===== src/rtl/uart_rx_pkg.sv =====
// Shared UART receive definitions: parity modes, receiver FSM encoding and a
// constant-safe clog2 helper, kept here so the TX successor can reuse them.
package uart_rx_pkg;

  localparam int PAR_NONE = 0;
  localparam int PAR_EVEN = 1;
  localparam int PAR_ODD  = 2;

  typedef enum logic [2:0] {
    ST_IDLE,
    ST_START,
    ST_DATA,
    ST_PARITY,
    ST_STOP
  } rx_state_e;

  // Bits needed to hold values 0..value-1 (0 for value <= 1).
  function automatic int clog2(input int value);
    int result;
    int rem;
    result = 0;
    rem    = value - 1;
    while (rem > 0) begin
      result = result + 1;
      rem    = rem >> 1;
    end
    return result;
  endfunction

endpackage


===== src/rtl/uart_rx_param_if.sv =====
// Consumer-side bundle of the UART receiver: head word, error flags, sticky
// status and the pop / interrupt-clear controls.
interface uart_rx_param_if
  import uart_rx_pkg::*;
#(
  parameter int DATA_W     = 8,
  parameter int FIFO_DEPTH = 4
);
  localparam int CW = clog2(FIFO_DEPTH + 1);

  logic              rd_en;
  logic              clearInterrupt;
  logic [DATA_W-1:0] rx_data;
  logic              rx_valid;
  logic              parityError;
  logic              frameError;
  logic              overrun;
  logic              rxInterrupt;
  logic [CW-1:0]     fifo_count;

  modport master (
    input  rd_en, clearInterrupt,
    output rx_data, rx_valid, parityError, frameError, overrun, rxInterrupt, fifo_count
  );

  modport slave (
    output rd_en, clearInterrupt,
    input  rx_data, rx_valid, parityError, frameError, overrun, rxInterrupt, fifo_count
  );
endinterface


===== src/rtl/uart_rx_fifo.sv =====
// First-word-fall-through buffer: dout always shows the oldest entry, and a
// push is accepted while full when a pop happens in the same cycle.
module uart_rx_fifo
  import uart_rx_pkg::*;
#(
  parameter int WIDTH = 10,
  parameter int DEPTH = 4
) (
  input  logic                        clk,
  input  logic                        rst,
  input  logic                        wr_en,
  input  logic                        rd_en,
  input  logic [WIDTH-1:0]            din,
  output logic [WIDTH-1:0]            dout,
  output logic                        valid,
  output logic                        full,
  output logic [clog2(DEPTH+1)-1:0]   count
);
  localparam int PW = clog2(DEPTH);
  localparam int CW = clog2(DEPTH + 1);

  logic [WIDTH-1:0] mem [DEPTH];
  logic [PW-1:0]    rd_ptr_reg, wr_ptr_reg;
  logic [CW-1:0]    count_reg;
  logic             pop, push;

  assign valid = (count_reg != '0);
  assign full  = (count_reg == CW'(DEPTH));
  assign pop   = rd_en & valid;
  assign push  = wr_en & (~full | pop);
  assign dout  = mem[rd_ptr_reg];
  assign count = count_reg;

  always_ff @(posedge clk) begin
    if (push) mem[wr_ptr_reg] <= din;
  end

  // DEPTH is a power of two, so the pointers wrap on their own.
  always_ff @(posedge clk or posedge rst) begin
    if (rst) begin
      rd_ptr_reg <= '0;
      wr_ptr_reg <= '0;
      count_reg  <= '0;
    end else begin
      if (push) wr_ptr_reg <= wr_ptr_reg + 1'b1;
      if (pop)  rd_ptr_reg <= rd_ptr_reg + 1'b1;
      case ({push, pop})
        2'b10:   count_reg <= count_reg + 1'b1;
        2'b01:   count_reg <= count_reg - 1'b1;
        default: count_reg <= count_reg;
      endcase
    end
  end
endmodule


===== src/rtl/uart_rx_param.sv =====
// Parametrised UART receiver with per-word parity/stop error flags.
// Define UART_RX_FIFO_EN for a FIFO_DEPTH-entry buffer; otherwise one holding register.
module uart_rx_param
  import uart_rx_pkg::*;
#(
  parameter int CLKS_PER_BIT = 5208,
  parameter int DATA_W       = 8,
  parameter int PARITY_MODE  = PAR_NONE,
  parameter int STOP_BITS    = 1,
  parameter int FIFO_DEPTH   = 4
) (
  input  logic            clk,
  input  logic            rst,
  input  logic            serialDataRX,
  uart_rx_param_if.master bus
);
  localparam int BAUD_W = clog2(CLKS_PER_BIT);
  localparam int BIT_W  = clog2(DATA_W + 1);
  localparam int CW     = clog2(FIFO_DEPTH + 1);
  localparam int WORD_W = DATA_W + 2;
  localparam logic [BAUD_W-1:0] BAUD_LAST = BAUD_W'(CLKS_PER_BIT - 1);
  localparam logic [BAUD_W-1:0] BAUD_HALF = BAUD_W'(CLKS_PER_BIT / 2);
  localparam logic [BIT_W-1:0]  DATA_LAST = BIT_W'(DATA_W - 1);
  localparam logic [BIT_W-1:0]  STOP_LAST = BIT_W'(STOP_BITS - 1);

  logic sync1_reg, sync2_reg, prev_reg;
  rx_state_e state_reg, state_next;
  logic [BAUD_W-1:0] baud_reg, baud_next;
  logic [BIT_W-1:0]  bit_reg, bit_next;
  logic [DATA_W-1:0] shift_reg, shift_next;
  logic perr_reg, perr_next, ferr_reg, ferr_next;
  logic push, sample;
  logic [WORD_W-1:0] push_word;

  always_ff @(posedge clk or posedge rst) begin
    if (rst) begin
      sync1_reg <= 1'b1;
      sync2_reg <= 1'b1;
      prev_reg  <= 1'b1;
    end else begin
      sync1_reg <= serialDataRX;
      sync2_reg <= sync1_reg;
      prev_reg  <= sync2_reg;
    end
  end

  always_ff @(posedge clk or posedge rst) begin
    if (rst) begin
      state_reg <= ST_IDLE;
      baud_reg  <= '0;
      bit_reg   <= '0;
      shift_reg <= '0;
      perr_reg  <= 1'b0;
      ferr_reg  <= 1'b0;
    end else begin
      state_reg <= state_next;
      baud_reg  <= baud_next;
      bit_reg   <= bit_next;
      shift_reg <= shift_next;
      perr_reg  <= perr_next;
      ferr_reg  <= ferr_next;
    end
  end

  assign sample = (baud_reg == BAUD_LAST);
  // The last stop sample is folded in directly so the word can be pushed that cycle.
  assign push_word = {ferr_reg | ~sync2_reg, perr_reg, shift_reg};

  always_comb begin
    state_next = state_reg;
    baud_next  = baud_reg + 1'b1;
    bit_next   = bit_reg;
    shift_next = shift_reg;
    perr_next  = perr_reg;
    ferr_next  = ferr_reg;
    push       = 1'b0;
    case (state_reg)
      ST_IDLE: begin
        baud_next = '0;
        if (prev_reg & ~sync2_reg) state_next = ST_START;
      end
      ST_START: begin
        if (baud_reg == BAUD_HALF) begin
          baud_next = '0;
          if (sync2_reg) begin
            state_next = ST_IDLE;
          end else begin
            state_next = ST_DATA;
            bit_next   = '0;
            perr_next  = 1'b0;
            ferr_next  = 1'b0;
          end
        end
      end
      ST_DATA: begin
        if (sample) begin
          baud_next  = '0;
          shift_next = {sync2_reg, shift_reg[DATA_W-1:1]};
          bit_next   = bit_reg + 1'b1;
          if (bit_reg == DATA_LAST) begin
            bit_next   = '0;
            state_next = (PARITY_MODE == PAR_NONE) ? ST_STOP : ST_PARITY;
          end
        end
      end
      ST_PARITY: begin
        if (sample) begin
          baud_next  = '0;
          perr_next  = ((^shift_reg) ^ sync2_reg) != (PARITY_MODE == PAR_ODD);
          state_next = ST_STOP;
        end
      end
      ST_STOP: begin
        if (sample) begin
          baud_next = '0;
          ferr_next = ferr_reg | ~sync2_reg;
          if (bit_reg == STOP_LAST) begin
            push       = 1'b1;
            state_next = ST_IDLE;
          end else begin
            bit_next = bit_reg + 1'b1;
          end
        end
      end
      default: state_next = ST_IDLE;
    endcase
  end

  logic [WORD_W-1:0] head_word;
  logic              buf_valid, buf_full;
  logic [CW-1:0]     buf_count;

`ifdef UART_RX_FIFO_EN
  uart_rx_fifo #(.WIDTH(WORD_W), .DEPTH(FIFO_DEPTH)) u_fifo (
    .clk(clk), .rst(rst), .wr_en(push), .rd_en(bus.rd_en), .din(push_word),
    .dout(head_word), .valid(buf_valid), .full(buf_full), .count(buf_count)
  );
`else
  logic              hold_valid_reg;
  logic [WORD_W-1:0] hold_word_reg;

  always_ff @(posedge clk or posedge rst) begin
    if (rst) begin
      hold_valid_reg <= 1'b0;
      hold_word_reg  <= '0;
    end else if (push && (!hold_valid_reg || bus.rd_en)) begin
      hold_valid_reg <= 1'b1;
      hold_word_reg  <= push_word;
    end else if (bus.rd_en) begin
      hold_valid_reg <= 1'b0;
    end
  end

  assign head_word = hold_word_reg;
  assign buf_valid = hold_valid_reg;
  assign buf_full  = hold_valid_reg;
  assign buf_count = CW'(hold_valid_reg);
`endif

  logic intr_reg, ovr_reg;

  // A set in the same cycle as clearInterrupt takes priority.
  always_ff @(posedge clk or posedge rst) begin
    if (rst) begin
      intr_reg <= 1'b0;
      ovr_reg  <= 1'b0;
    end else begin
      if (push)                     intr_reg <= 1'b1;
      else if (bus.clearInterrupt)  intr_reg <= 1'b0;
      if (push && buf_full && !bus.rd_en) ovr_reg <= 1'b1;
      else if (bus.clearInterrupt)        ovr_reg <= 1'b0;
    end
  end

  assign bus.rx_data     = buf_valid ? head_word[DATA_W-1:0] : '0;
  assign bus.parityError = buf_valid & head_word[DATA_W];
  assign bus.frameError  = buf_valid & head_word[DATA_W+1];
  assign bus.rx_valid    = buf_valid;
  assign bus.fifo_count  = buf_count;
  assign bus.overrun     = ovr_reg;
  assign bus.rxInterrupt = intr_reg;
endmodule


===== src/flat_wrapper.sv =====
// flat-port wrapper written by rule: the top's interface ports become plain ports
module uart_rx_param_flat import uart_rx_pkg::*;
#(
  parameter int CLKS_PER_BIT = 5208,
  parameter int DATA_W       = 8,
  parameter int PARITY_MODE  = PAR_NONE,
  parameter int STOP_BITS    = 1,
  parameter int FIFO_DEPTH   = 4
)
  (clk, rst, serialDataRX, bus_rd_en, bus_clearInterrupt, bus_rx_data, bus_rx_valid, bus_parityError, bus_frameError, bus_overrun, bus_rxInterrupt, bus_fifo_count);
  uart_rx_param_if #(.DATA_W(DATA_W), .FIFO_DEPTH(FIFO_DEPTH)) bus_i ();
  input  logic clk;
  input  logic rst;
  input  logic serialDataRX;
  input wire logic [$bits(bus_i.rd_en)-1:0] bus_rd_en;
  input wire logic [$bits(bus_i.clearInterrupt)-1:0] bus_clearInterrupt;
  output wire logic [$bits(bus_i.rx_data)-1:0] bus_rx_data;
  output wire logic [$bits(bus_i.rx_valid)-1:0] bus_rx_valid;
  output wire logic [$bits(bus_i.parityError)-1:0] bus_parityError;
  output wire logic [$bits(bus_i.frameError)-1:0] bus_frameError;
  output wire logic [$bits(bus_i.overrun)-1:0] bus_overrun;
  output wire logic [$bits(bus_i.rxInterrupt)-1:0] bus_rxInterrupt;
  output wire logic [$bits(bus_i.fifo_count)-1:0] bus_fifo_count;
  assign bus_i.rd_en = bus_rd_en;
  assign bus_i.clearInterrupt = bus_clearInterrupt;
  assign bus_rx_data = bus_i.rx_data;
  assign bus_rx_valid = bus_i.rx_valid;
  assign bus_parityError = bus_i.parityError;
  assign bus_frameError = bus_i.frameError;
  assign bus_overrun = bus_i.overrun;
  assign bus_rxInterrupt = bus_i.rxInterrupt;
  assign bus_fifo_count = bus_i.fifo_count;
  uart_rx_param #(.CLKS_PER_BIT(CLKS_PER_BIT), .DATA_W(DATA_W), .PARITY_MODE(PARITY_MODE), .STOP_BITS(STOP_BITS), .FIFO_DEPTH(FIFO_DEPTH)) u_core (.clk(clk), .rst(rst), .serialDataRX(serialDataRX), .bus(bus_i));
endmodule

===== config.mk =====
export PLATFORM = sky130hd
export DESIGN_NAME = uart_rx_param_flat
export DESIGN_NICKNAME = d
export VERILOG_FILES = /design/src/rtl/uart_rx_pkg.sv /design/src/rtl/uart_rx_param_if.sv /design/src/rtl/uart_rx_fifo.sv /design/src/rtl/uart_rx_param.sv /design/src/flat_wrapper.sv
export SDC_FILE = /design/constraint.sdc
export NUM_CORES = 1
export LEC_CHECK = 0
export BUFFER_PORTS_ARGS = -buffer_cell sky130_fd_sc_hd__buf_2
export CAP_MARGIN = 0
export CORE_ASPECT_RATIO = 1.2
export CORE_MARGIN = 2
export CORE_UTILIZATION = 34
export DETAILED_ROUTE_END_ITERATION = 8
export PLACE_DENSITY = 0.54
export SETUP_SLACK_MARGIN = 0.2
export SLEW_MARGIN = 20
export SYNTH_ARGS = -nofsm -noshare
export SYNTH_HDL_FRONTEND = slang
export SYNTH_HIERARCHICAL = 1
export SYNTH_SLANG_ARGS = --single-unit

===== constraint.sdc =====
create_clock -name clk -period 2 [get_ports clk]
set_input_delay 0.2 -clock clk [delete_from_list [all_inputs] [get_ports clk]]
set_output_delay 0.2 -clock clk [all_outputs]
set_load 0.02 [all_outputs]

# Yosys cells after proc, flatten, opt, wreduce, memory -nomap -nowiden
# Cells that the tools add are included.
[totals]
output_inout_bits = 16
word_cells = 92
register_bits = 46
input_bits = 5
[op_classes]
addsub = 2
n_eq_ne = 16
reduce_logical = 21
muxes = 34
n_bitwise = 6
[op_table]
columns = ["op", "n"]
rows = [
  ["13-bit one-hot mux with 3 select lines", 1],
  ["13-bit two-way mux", 2],
  ["4-bit two-way mux", 6],
  ["3-bit two-way mux", 7],
  ["3-bit one-hot mux with 5 select lines", 1],
  ["2-bit by 1-bit inequality test with 1-bit output (second input constant)", 7],
  ["13-bit by 1-bit adder with 13-bit output (second input constant)", 1],
  ["13-bit by 12-bit equality test with 1-bit output (second input constant)", 1],
  ["13-bit equality test (second input constant)", 1],
  ["1-bit two-way mux", 12],
  ["4-bit one-hot mux with 3 select lines", 1],
  ["2-bit nonzero test", 5],
  ["8-bit two-way mux", 1],
  ["4-bit AND reduction", 2],
  ["8-bit parity", 1],
  ["7-bit AND reduction", 1],
  ["3-bit by 2-bit equality test with 1-bit output (second input constant)", 2],
  ["6-bit AND reduction", 1],
  ["4-bit by 1-bit adder with 4-bit output (second input constant)", 1],
  ["4-bit by 3-bit equality test with 1-bit output (second input constant)", 1],
  ["4-bit logical NOT", 1],
  ["2-bit inequality test (second input constant)", 2],
  ["1-bit one-hot mux with 2 select lines", 2],
  ["1-bit AND", 3],
  ["other kinds (13)", 16],
]

# Longest topological paths before layout
[logic_depth]
ltp_word = 7
ltp_mapped = 8
mapped_depth_nobuf = 7

# Worst setup path before layout
# OpenSTA, ideal clock, no wires.
[synth_timing]
path_kind = "register -> register"
from = "register u_core.baud_reg[0]"
to = "register u_core.bit_reg[0]"
setup_ns = 0.125
path_stages_with_launch = 8
period_less_slack_ns = 1.932
arrival_ns = 1.807
required_ns = 1.875
slack_ns = 0.068
path_buffers = 1
cell_sequence = "dfrtp_1 -> ha_1 -> and4b_1 -> and3_1 -> buf_6 -> a21oi_2 -> or3_4 -> mux2_4"
[synth_via]
elab_chain_len = 3
elab_cells_between_ends = 6
classes_between = "5 x eq/ne; 1 x reduce/logical"
[synth_rtl]
columns = ["element", "line_no", "text"]
rows = [
  ["start: declaration", "uart_rx_param.sv:28", "logic [BAUD_W-1:0] baud_reg, baud_next;"],
  ["start signal: assignment", "uart_rx_param.sv:57", "baud_reg <= baud_next;"],
  ["13-bit equality test / 13-bit by 12-bit equality test with 1-bit output (equally long branches)", "uart_rx_param.sv:65, uart_rx_param.sv:83", ""],
  ["2-bit by 1-bit inequality test with 1-bit output (no source line)", "n/a", ""],
  ["6-bit AND reduction (no source line) *", "n/a", ""],
  ["end signal: assignment", "uart_rx_param.sv:58", "bit_reg <= bit_next;"],
  ["end: declaration", "uart_rx_param.sv:29", "logic [BIT_W-1:0] bit_reg, bit_next;"],
]
# Mark *: on every way between the ends. The rest lies on a longest branch, timed or not.
# A chain may end at the register's enable or synchronous reset.

# Worst setup path in the final report
[layout_timing]
from = "register u_core.state_reg[2]"
to = "register u_core.bit_reg[0]"
[layout_via]
elab_chain_len = 3
elab_cells_between_ends = 11
classes_between = "8 x eq/ne; 1 x mux; 2 x reduce/logical"
[layout_rtl]
columns = ["element", "line_no", "text"]
rows = [
  ["start: declaration", "uart_rx_param.sv:27", "rx_state_e state_reg, state_next;"],
  ["start signal: assignment", "uart_rx_param.sv:56", "state_reg <= state_next;"],
  ["3-bit equality test (tied with other cells)", "uart_rx_param.sv:77", "case (state_reg)"],
  ["2-bit inequality test (no source line) (tied with other cells)", "n/a", ""],
  ["6-bit AND reduction (no source line)", "n/a", ""],
]
# Several ways; a longest one is shown, not always the timed one.

==> results.txt <==
For this run, design rule violations remaining after detail routing come to 0. The element type at the critical path start was a flop. TritonCTS created 5 clock buffers. For the area occupied by multi-input gates, the log shows 1250 um^2. The final instance count without filler cells is 357.

The number of H-tree branching levels is 2, and the power density relative to cell area is 846 nW/um^2. Along the worst path, the maximum fanout reaches 6. The flip-flop count of the largest register after layout is 13. Synthesis inferred 46 register bits. The area growth from synthesis to layout is 28.4%. Across all layers, the routed design uses 1,704 vias. The clock root buffer master is sky130_fd_sc_hd__clkbuf_8. The worst setup path is captured at a flop. After detailed routing, the number of vias per cell comes to 4.77. For this run, the top clock speed supported by timing is 0.539 GHz. The cell with the largest stage delay on the worst path is sky130_fd_sc_hd__dfrtp_2. In this run the worst hold path is classified as in2reg.

The clock passes through at most 2 buffers. The aggregate global-route resource usage was 0.137; the mean instance size in the synthesized netlist was 10.8 um^2. The worst-case IR drop observed on VDD is 509 uV.

The worst-skew pair later-pin latency was 0.31 ns; the minimum clock period after layout was 1.86 ns. For the count of final hold-check violations, the log shows 0. Async set-or-reset flop fraction in the synthesized netlist: 1.00. Counting the fill cells in the layout gives 668.

The run finished with clean final reports. Before CTS, the worst setup slack after placement is 0.0783 ns. The critical path goes through or3b_4 > nor2_4 > a21oi_2 > or3_4 > mux2_4. Wires add up to 4.97 mm. The clock-pin slew of the registers on the worst-case setup and hold paths was 0.09 ns; the final cycle utilization of the critical path was 0.928. For the sequential-to-total area share from yosys stat, the log shows 0.492. Summed over all failing endpoints, the final setup total negative slack is 0 ns. The number of placed instances, taps included, is 329.

Global routing finished with a remaining overflow of 0. The run gives 0 as the final count of pins violating max slew. The number of top-level pins came out at 21. The worst setup path is of the reg2reg kind.

Buffers placed on the I/O ports in this run total 18. Across all setup checks in the final design, the least slack found is 0.144 ns. The critical path buffer and inverter count is 0.

The first global-routing pass estimated 8.10 mm of wire. In this run the static leakage power is 1.42 nW. Diode insertion count for antenna repair: 0. Yosys printed 6 warnings. The die covers 7590 um^2. The number of distinct standard cells referenced by the synthesized netlist was 47; the estimated wirelength of the detail-placed design was 3.24 mm. Once detail routing completed, the nets flagged for antenna violations numbered 0. The x dimension of the die is 79.9 um, and the iteration-0 DRC count of the detailed router is 71.

The net total in the final layout came out at 278. The final core utilization is 0.445, and the cell area after synthesis is 2350 um^2. Setup repair after global routing could not meet its margin everywhere. The first detailed-routing pass ran for 4 iterations.

Routability-driven placement finished with a final weighted congestion of 0.760. The most used flip-flop cell after synthesis is sky130_fd_sc_hd__dfrtp_1. Required time of the critical path: 2.19 ns. After detailed routing, the average wire length per cell comes to 13.9 um. The final clock skew was 0.00990 ns; the number of standard-cell rows in the floorplan was 33. Setup violations remaining at the end of the flow were counted as 0. Max-capacitance violation count: 0. Synthesis produced a netlist whose cell count is 217. TritonCTS built the clock tree.

Entering global routing, the biggest net connects 27 pins. The die is 95.0 um tall. The overall power is 0.00255 W, and the number of enable-type register cells in the synthesized netlist is 0.

On the critical path the largest part of the delay comes from simple AND/OR/NAND/NOR gates. The effective utilization at floorplan came out at 0.347. The delay of the slowest cell on the worst path was 0.45 ns; the fraction of layout instances using a drive strength above 1 was 0.393. The tools report the number of antenna violations at the first check in global routing as 0. Registers take 1160 um^2. The tools report the via count of the first global-routing pass as 1,691. CTS saw 46 sinks. The data arrival time of the critical path is 2.05 ns.

After floorplanning, the core was sized to cover 6770 um^2.
layer usage:
layer  vias up  share of wire  global-route usage
met5         -              0                   0
li1        844              -                   -
met3         6          0.028              0.0341
met1       832           0.44               0.168
met2        22           0.52               0.240
met4         0         0.0090              0.0339
final timing paths:
path	startpoint	end	slack (ns)	cells after the start
max	u_core/state_reg[2]	u_core/bit_reg[0]	0.14	5
min	bus_clearInterrupt	u_core/bus.overrun	0.09	2
max reg2reg	u_core/state_reg[2]	u_core/bit_reg[0]	0.14	5
min reg2reg	u_core/sync1_reg	u_core/sync2_reg	0.35	0
max in group asynchronous	rst	u_core/sync1_reg	0.96	4
min in group asynchronous	rst	u_core/baud_reg[5]	0.46	3
per-stage QoR:
stage | hold slack, ns | cell area [um^2]
final | 0.0916 | 3020
after global routing | 0.0880 | 3020
after CTS | 0.0836 | 2920
after detailed placement | 0.258 | 2640
after global placement | 0.250 | 2640
after floorplan | 0.204 | 2380
logic make-up after synthesis:
group / after synthesis / share of synthesized area
mux: 19 / 0.0922
xor+xnor: 19 / 0.0709
other cells: 1 / 0.00160
compound gates: 26 / 0.0741
flops: 46 / 0.492
buf+inv: 20 / 0.0432
fa+ha+maj: 4 / 0.0213
simple gates: 82 / 0.205
Yosys cell counts, types with 2 or more instances:
cell	n	area (um^2)
sky130_fd_sc_hd__a21oi_1	4	20.0
sky130_fd_sc_hd__a21oi_2	2	17.5
sky130_fd_sc_hd__and2_1	12	75.1
sky130_fd_sc_hd__and3_1	4	25.0
sky130_fd_sc_hd__and4bb_2	2	25.0
sky130_fd_sc_hd__buf_2	3	15.0
sky130_fd_sc_hd__buf_4	4	30.0
sky130_fd_sc_hd__dfrtp_1	43	1080
sky130_fd_sc_hd__dfstp_2	3	78.8
sky130_fd_sc_hd__ha_1	4	50.1
sky130_fd_sc_hd__inv_1	11	41.3
sky130_fd_sc_hd__mux2_2	17	191
sky130_fd_sc_hd__nand2_1	11	41.3
sky130_fd_sc_hd__nand2b_1	4	25.0
sky130_fd_sc_hd__nand3_1	6	30.0
sky130_fd_sc_hd__nand3b_1	2	15.0
sky130_fd_sc_hd__nand4_1	3	18.8
sky130_fd_sc_hd__nor2_1	21	78.8
sky130_fd_sc_hd__nor2b_1	4	25.0
sky130_fd_sc_hd__nor3_1	3	15.0
sky130_fd_sc_hd__nor3b_1	2	15.0
sky130_fd_sc_hd__o21ai_0	8	40.0
sky130_fd_sc_hd__o31ai_1	3	22.5
sky130_fd_sc_hd__xnor2_1	12	105
sky130_fd_sc_hd__xor2_1	7	61.3
what timing repair did:
action / 4_1_cts / 5_1_grt
hold buffers: 2 / 0
gates cloned: 1 / 0
pin swaps: 7 / 7
setup buffers: 14 / 3
setup endpoints to repair: 21 / 35
endpoints found under the hold margin: 21 / 0
resized for setup: 15 / 18
cell usage in the layout (no fill, tap or decap), drive strengths merged, types with 2 or more instances in the layout:
master	instances
dfstp	3
nand3	6
o21ai	8
clkbuf	5
and2	12
nand2b	4
and3	6
nand3b	2
and4bb	2
nand2	11
nor3	3
xnor2	12
a21oi	6
o31ai	3
nor2b	4
nor2	22
xor2	7
buf	50
dfrtp	43
nand4	3
dlygate4sd3	2
nor3b	2
ha	4
inv	12
mux2	18
conb	2
final cells by class:
cell class	count	area share
clock inverter	3	0.00830
sequential	46	0.384
inverter	11	0.0137
tap	87	0.0361
timing repair buffer	52	0.122
clock buffer	5	0.0228
multi-input combinational	153	0.413
where the power goes:
part	switching, W	internal, W	total, W
Combinational	0.000403	0.000473	0.000876
Sequential	0.0000848	0.000997	0.00108
Clock	0.000340	0.000253	0.000593
Power figures use the tool's default switching activity.
